==> src/rtl/uart_tx_arbiter.sv <==
// Round-robin arbiter sharing one UART TX among NREQ producers; bursts hold the grant until req_last. tx_start 1 cycle after req seen (2 after burst end).
// Losers and locked-out requesters see req_ready=0 and hold; define UART_ARB_WDOG_EN to add a WAIT/HOLD watchdog.
module uart_tx_arbiter #(
  parameter int NREQ        = 4,
  parameter int DW          = 8,
  parameter int WDOG_CYCLES = 512
) (
  input  logic                    clk,
  input  logic                    rst,
  input  logic [NREQ-1:0]         req_valid,
  input  logic [NREQ*DW-1:0]      req_data,
  input  logic [NREQ-1:0]         req_last,
  output logic [NREQ-1:0]         req_ready,
  output logic                    tx_start,
  output logic [DW-1:0]           tx_data,
  input  logic                    tx_done,
  output logic                    grant_valid,
  output logic [$clog2(NREQ)-1:0] grant_id,
  output logic                    wdog_err
);
  localparam int IDW = $clog2(NREQ);

  typedef enum logic [1:0] {IDLE, SEND, WAIT, HOLD} state_t;

  state_t          state, state_nxt;
  logic [IDW-1:0]  last_grant, last_grant_nxt, grant_id_nxt, winner, issue_id;
  logic            lock, lock_nxt, grant_valid_nxt, tx_start_nxt, wdog_nxt;
  logic            any_req, issue, drop, expire;
  logic [NREQ-1:0] ready_nxt;
  logic [DW-1:0]   tx_data_nxt;
  logic [DW-1:0]   data_arr [NREQ];

  for (genvar g = 0; g < NREQ; g++) begin : g_unpack
    assign data_arr[g] = req_data[g*DW +: DW];
  end

  // Descending scan so the candidate nearest to last_grant+1 is written last and wins.
  always_comb begin
    logic [IDW-1:0] cand;
    cand    = '0;
    winner  = '0;
    any_req = 1'b0;
    for (int k = NREQ; k >= 1; k--) begin
      cand = IDW'((int'(last_grant) + k) % NREQ);
      if (req_valid[cand]) begin
        winner  = cand;
        any_req = 1'b1;
      end
    end
  end

`ifdef UART_ARB_WDOG_EN
  localparam int WCW = $clog2(WDOG_CYCLES + 1);
  logic [WCW-1:0] wdog_cnt;

  always_ff @(posedge clk or posedge rst) begin
    if (rst)
      wdog_cnt <= '0;
    else if (state_nxt != state || !(state == WAIT || state == HOLD))
      wdog_cnt <= '0;
    else
      wdog_cnt <= wdog_cnt + 1'b1;
  end

  assign expire = (state == WAIT || state == HOLD) && (wdog_cnt == WCW'(WDOG_CYCLES - 1));
`else
  assign expire = 1'b0;
`endif

  always_comb begin
    state_nxt       = state;
    last_grant_nxt  = last_grant;
    grant_id_nxt    = grant_id;
    grant_valid_nxt = grant_valid;
    lock_nxt        = lock;
    wdog_nxt        = 1'b0;
    issue           = 1'b0;
    issue_id        = grant_id;
    drop            = 1'b0;
    case (state)
      IDLE: if (any_req) begin
        issue           = 1'b1;
        issue_id        = winner;
        grant_id_nxt    = winner;
        grant_valid_nxt = 1'b1;
      end
      SEND: state_nxt = WAIT;
      WAIT: begin
        if (tx_done) begin
          if (!lock)                    drop      = 1'b1;
          else if (req_valid[grant_id]) issue     = 1'b1;
          else                          state_nxt = HOLD;
        end else if (expire) begin
          drop     = 1'b1;
          wdog_nxt = 1'b1;
        end
      end
      HOLD: begin
        if (req_valid[grant_id]) issue = 1'b1;
        else if (expire) begin
          drop     = 1'b1;
          wdog_nxt = 1'b1;
        end
      end
      default: state_nxt = IDLE;
    endcase

    if (drop) begin
      state_nxt       = IDLE;
      last_grant_nxt  = grant_id;
      grant_valid_nxt = 1'b0;
      lock_nxt        = 1'b0;
    end

    // req_last is stable until the accept pulse, so lock is sampled together with the byte.
    tx_start_nxt = issue;
    ready_nxt    = '0;
    tx_data_nxt  = tx_data;
    if (issue) begin
      state_nxt           = SEND;
      ready_nxt[issue_id] = 1'b1;
      tx_data_nxt         = data_arr[issue_id];
      lock_nxt            = ~req_last[issue_id];
    end
  end

  always_ff @(posedge clk or posedge rst) begin
    if (rst) state <= IDLE;
    else     state <= state_nxt;
  end

  always_ff @(posedge clk or posedge rst) begin
    if (rst) begin
      last_grant  <= IDW'(NREQ - 1);
      grant_id    <= '0;
      grant_valid <= 1'b0;
      lock        <= 1'b0;
      req_ready   <= '0;
      tx_start    <= 1'b0;
      tx_data     <= '0;
      wdog_err    <= 1'b0;
    end else begin
      last_grant  <= last_grant_nxt;
      grant_id    <= grant_id_nxt;
      grant_valid <= grant_valid_nxt;
      lock        <= lock_nxt;
      req_ready   <= ready_nxt;
      tx_start    <= tx_start_nxt;
      tx_data     <= tx_data_nxt;
      wdog_err    <= wdog_nxt;
    end
  end

endmodule

==> config.mk <==
export PLATFORM = sky130hd
export DESIGN_NAME = uart_tx_arbiter
export DESIGN_NICKNAME = d
export VERILOG_FILES = /design/src/rtl/uart_tx_arbiter.sv
export SDC_FILE = /design/constraint.sdc
export NUM_CORES = 1
export LEC_CHECK = 0
export CORE_MARGIN = 3
export CORE_UTILIZATION = 43
export CTS_CLUSTER_DIAMETER = 40
export CTS_CLUSTER_SIZE = 24
export DETAILED_ROUTE_END_ITERATION = 8
export GPL_TIMING_DRIVEN = 0
export PLACE_DENSITY = 0.92
export SYNTH_ARGS = -nofsm -noshare
export SYNTH_HDL_FRONTEND = slang
export SYNTH_SLANG_ARGS = --single-unit
==> constraint.sdc <==
create_clock -name clk -period 4 [get_ports clk]
set_input_delay 0.6 -clock clk [delete_from_list [all_inputs] [get_ports clk]]
set_output_delay 0.6 -clock clk [all_outputs]
set_load 0.05 [all_outputs]
-- Yosys cells after proc, flatten, opt, wreduce, memory -nomap -nowiden
Cells that the tools add are included.
- output and inout bits: 17
- register bits after elaboration: 21
- bitwise gates (word level): 2
- mux-type cells: 47
- equal/unequal tests: 6
- add/subtract/negate cells: 4
- reductions and logical operators: 8
- magnitude comparators: 8
- operators with widths (cell ; number):
    $mux W1 ; 23
    $mux W2 ; 11
    $lt A2 B3 Y1 const B ; 6
    $bmux W8 S2 ; 1
    $mux W8 ; 2
    $bmux W1 S2 ; 6
    $ne A4 B4 Y1 const B ; 3
    $reduce_bool A2 Y1 ; 3
    $add A2 B1 Y2 const B ; 2
    $add A2 B2 Y2 const B ; 2
    $eq A2 B2 Y1 const B ; 2
    $mux W4 ; 1
    $pmux W2 S2 ; 1
    $reduce_and A4 Y1 ; 1
    $reduce_bool A4 Y1 ; 1
    $ge A3 B3 Y1 const B ; 1
    $not A2 Y3 ; 1
    $pmux W1 S3 ; 1
    $demux W1 S2 ; 1
    $eq A2 B1 Y1 const B ; 1
    $ge A2 B1 Y1 const B ; 1
    $logic_not A2 Y1 ; 1
    $reduce_and A2 Y1 ; 1
    $logic_and A1 B1 Y1 ; 1
    $not A1 Y1 ; 1

-- Longest topological paths before layout
- depth in word-level cells: 14
- depth in mapped cells: 9
- gate-level depth less buffers: 8

-- Least setup slack after synthesis
OpenSTA, ideal clock, no wires.
- kind: input to register
- from: input port req_valid[3]
- to: register lock
- stages: 5
- path slack: 1951 ps
- library setup time: 76 ps
- data arrival time: 1972 ps
- path buffers: 0
- cells stage by stage: o41ai_4 nand2b_1 o31ai_2 mux4_1 o21ai_1
- cells in the longest elaborated chain, start to end: 12
- ends and longest elaborated chain (element ; RTL line ; source):
    from (decl) ; 10 ; input logic [NREQ-1:0] req_valid,
    $bmux W1 S2 ; 45 ; if (req_valid[cand]) begin
    $mux W1 (implied by the code) ; 45 ;
    $mux W2 or $mux W1 (tied branches) (4 in series) ; 45 ;
    $mux W2 ; 81 ; IDLE: if (any_req) begin
    $mux W2 ; - ;
    $bmux W1 S2 ; 123 ; lock_nxt = ~req_last[issue_id];
    $mux W1 (implied by the code) ; 123 ;
    $not A1 Y1 ; 123 ;
    $mux W1 ; 119 ; if (issue) begin
    to (signal assigned) ; 146 ; lock <= lock_nxt;
    to (decl) ; 27 ; logic lock, lock_nxt, grant_valid_nxt, tx_start_nxt, wdog_nxt;
Several ways; a longest one is shown, not always the timed one. The select of a mux whose other input is x is not followed.
A chain may end at the register's enable or synchronous reset.

-- Final worst setup path
- from: input port req_valid[3]
- to: register tx_data[6]
- RTL lines (element ; RTL line ; source):
    $bmux W1 S2 ; 45 ;
    $mux W1 (implied by the code) ; 45 ;
    $mux W1 (4 in series) ; 45 ;
    $mux W1 ; 81 ;
    $pmux W1 S3 (*) ; 80 ; case (state)
    named net issue ; 28 ; logic any_req, issue, drop, expire;
    to (signal assigned) ; 149 ; tx_data <= tx_data_nxt;
    to (decl) ; 15 ; output logic [DW-1:0] tx_data,
The timed path passes the listed nets; every way through them passes the cells marked *. The select of a mux whose other input is x is not followed.

==> impl_results.md <==
* Gr ovfl total at 0
* DRT antenna net count at 0
* DR pass1 iterations at 4
* Startpoint Class: input port
* Yosys top cell by area: dfrtp_1
* Crit path max fanout at 10
* Drt via density at 5.38
* CTS Buf Count at 3
* Post-synth ARST share at 100%
* CTS Sinks at 21
* Status: completed
* Crit path DAT at about 2.7 ns
* Chip width at 59.5 µm
* Syn Area/Cell at 11.0 µm²
* Fill cells at 179
* Proportion of layout cells with a drive suffix above 1 at 9.20%
* CTS-repair resized insts at 0
* Nets at 222
* Dominant cell by count in the synthesized netlist: dfrtp_1
* Worst setup EP type: register
* Final core utilization at 72.3%
* Syn Inst Count at 112
* Fin. max-slew vios at 0
* Synth cell count leaders: dfrtp_1 (19), mux2i_1 (18), nand2_1 (14)
* Antenna violations before repair at 0
* I/O pin count at 60
* Number of hold buffers added after CTS at 0
* Hold Path Class: reg -> reg
* Gpl congestion at 0.835
* TritonCTS clock tree: done
* Max_cap viols at 0
* Post-Synthesis Net Count at 159
* Max IR drop VDD at 0.622 mV
* First-pass GRT wire length at 5130 µm
* IO buf count at 58
* Rows at 18
* Detail Placement HPWL at 2430 µm
* Yosys warns at 0
* Die area at 0.00353 mm²
* Root Buffer: clkbuf_4
* Via count at roughly 1.1k
* Vias in the first global route at 1,192
* Area fraction of the dominant cell type after synthesis at 38.7%
* Pleak at 0.819 nW
* Peak Freq at 391 MHz
* CP required at 4.16 ns
* Global Route met1 Usage at approximately 23%
* #FFs+latches synth at 21
* P per Cell Area at around 800 mW/mm²
* Setup violators final at 0
* Gr busiest metal: met2
* Met3 Use GR at 6.97%
* H-Tree Depth at 1
* Layout area overhead at 52.4%
* ANT cells at 0
* Share of the clock period used by the worst path at 63.9%
* Design Power at 1.48 mW
* Synthesized cell area at around 0.0012 mm²
* Buffer count from post-CTS setup fixing at 0
* Slew HR at roughly half
* CP Class: in -> reg
* Largest cells by area after synthesis: dfrtp_1 (39%), mux2i_1 (15%), o221ai_1 (5.7%), dfstp_2 (4.3%), mux4_1 (4.3%)
* Worst skew pair latency at 0.29 ns
* Core area at 0.00259 mm²
* Number of synthesized flops with an enable pin at 0
* Slew @ Worst Pin at 0.740 ns
* Post-synthesis sequential area ratio at 43.0%
* Clock Tree Buf Depth at 2
* Die H at between 50 and 60 µm
* Global routing usage on met2 at 32.3%
* CTS clk-pin slew, worst paths at 0.10 ns
* Routed wire length at 3030 µm
* Routed WL per cell at 14.8 µm
* Final Skew at 0.00330 ns
* Post-synth cell types at 27
* Starting Density at 47.4%
* Iter 0 DRT Violations at 40
* Setup TNS at 0 ns
* Largest net degree at the start of global routing at 22
* Total GRT Usage at 19.6%
* Hold Vio Cnt, Final at 0
* Unrepaired setup endpoints after global routing: no
* Main synth FF type: dfrtp_1
* Minimum clock period at 2.56 ns
* Drt drc at 0
critical path: stages:
cell	delay [ns]
clkdlybuf4s50_1	0.55
o41ai_4	0.59
nor2_1	0.08
a21oi_1	0.29
inv_1	0.12
nand2_1	0.30
o221ai_1	0.19
cells by family (layout without fill, tap and decap cells):
kind of cell               Yosys count  in the layout  synth area share [%]
and+or+nand+nor                     27             27                  9.27
AOI/OAI and AO/OA                   25             25                  16.8
muxes                               21             21                  19.9
DFF                                 21             21                  43.0
buffers and inverters               13             75                  6.72
adders and majority gates            4              4                  4.07
other                                1              1                 0.305
where the power goes:
part	internal [mW]	switching [mW]
logic	0.417	0.584
registers	0.319	0.0658
clock network	0.0388	0.0566
area by class of cell:
type / count / area [µm²] / area share [%]
Buffer: 5 / 52.6 / 2.81
Clock buffer: 4 / 26.3 / 1.40
Inverter: 8 / 30.0 / 1.60
Multi-Input combinational cell: 78 / 618 / 33.0
Sequential cell: 21 / 528 / 28.2
Tap cell: 30 / 37.5 / 2.00
Timing Repair Buffer: 58 / 581 / 31.0
through the flow:
stage                     hold slack (ns)  worst slack [ns]  cells  cell area [µm²]
after floorplan                     0.478              1.95    112             1230
after global placement              0.477              1.23    200             1850
after CTS                           0.509              1.47    204             1870
after global routing                0.522              1.31    204             1870
after detailed placement            0.478              1.14    200             1850
final                               0.503              1.44    204             1870
registers in the layout, summed over array words and instances (netlist names):
signal,flops
lock,1
grant_valid,1
tx_start,1
req_ready,4
tx_data,8
grant_id,2
last_grant,2
state,2
final timing paths:
kind | startpoint | end | slack (ns) | depth (start not counted)
setup / recovery | req_valid[3] | tx_data[6] | 1.44 | 7
hold / removal | tx_data[5] | tx_data[5] | 0.50 | 2
setup reg to reg | state[0] | tx_data[1] | 1.89 | 8
hold reg to reg | tx_data[5] | tx_data[5] | 0.50 | 2
max in group asynchronous | rst | tx_start | 2.81 | 2
min in group asynchronous | rst | tx_data[1] | 0.73 | 2
metal layers:
layer | wire (µm) | vias up
met5 | 0 | -
met4 | 45 | 0
met2 | 1380 | 64
met1 | 1260 | 500
met3 | 333 | 6
li1 | - | 527
cell usage in the layout, fill, tap and decap left out, types with 2 or more instances in the layout:
| master | netlist | layout |
|---|---|---|
| dfstp_2 | 2 | 2 |
| a21oi_1 | 5 | 5 |
| dfrtp_1 | 19 | 19 |
| mux2i_1 | 18 | 18 |
| nor2_1 | 8 | 8 |
| mux4_1 | 2 | 2 |
| o221ai_1 | 8 | 8 |
| nand2b_1 | 4 | 4 |
| o21ai_0 | 4 | 4 |
| buf_2 | 2 | 2 |
| ha_1 | 4 | 4 |
| nand2_1 | 14 | 14 |
| clkdlybuf4s50_1 | 0 | 58 |
| clkbuf_4 | 0 | 3 |
| inv_1 | 8 | 8 |
No activity file was read; power rests on OpenSTA's default activity.
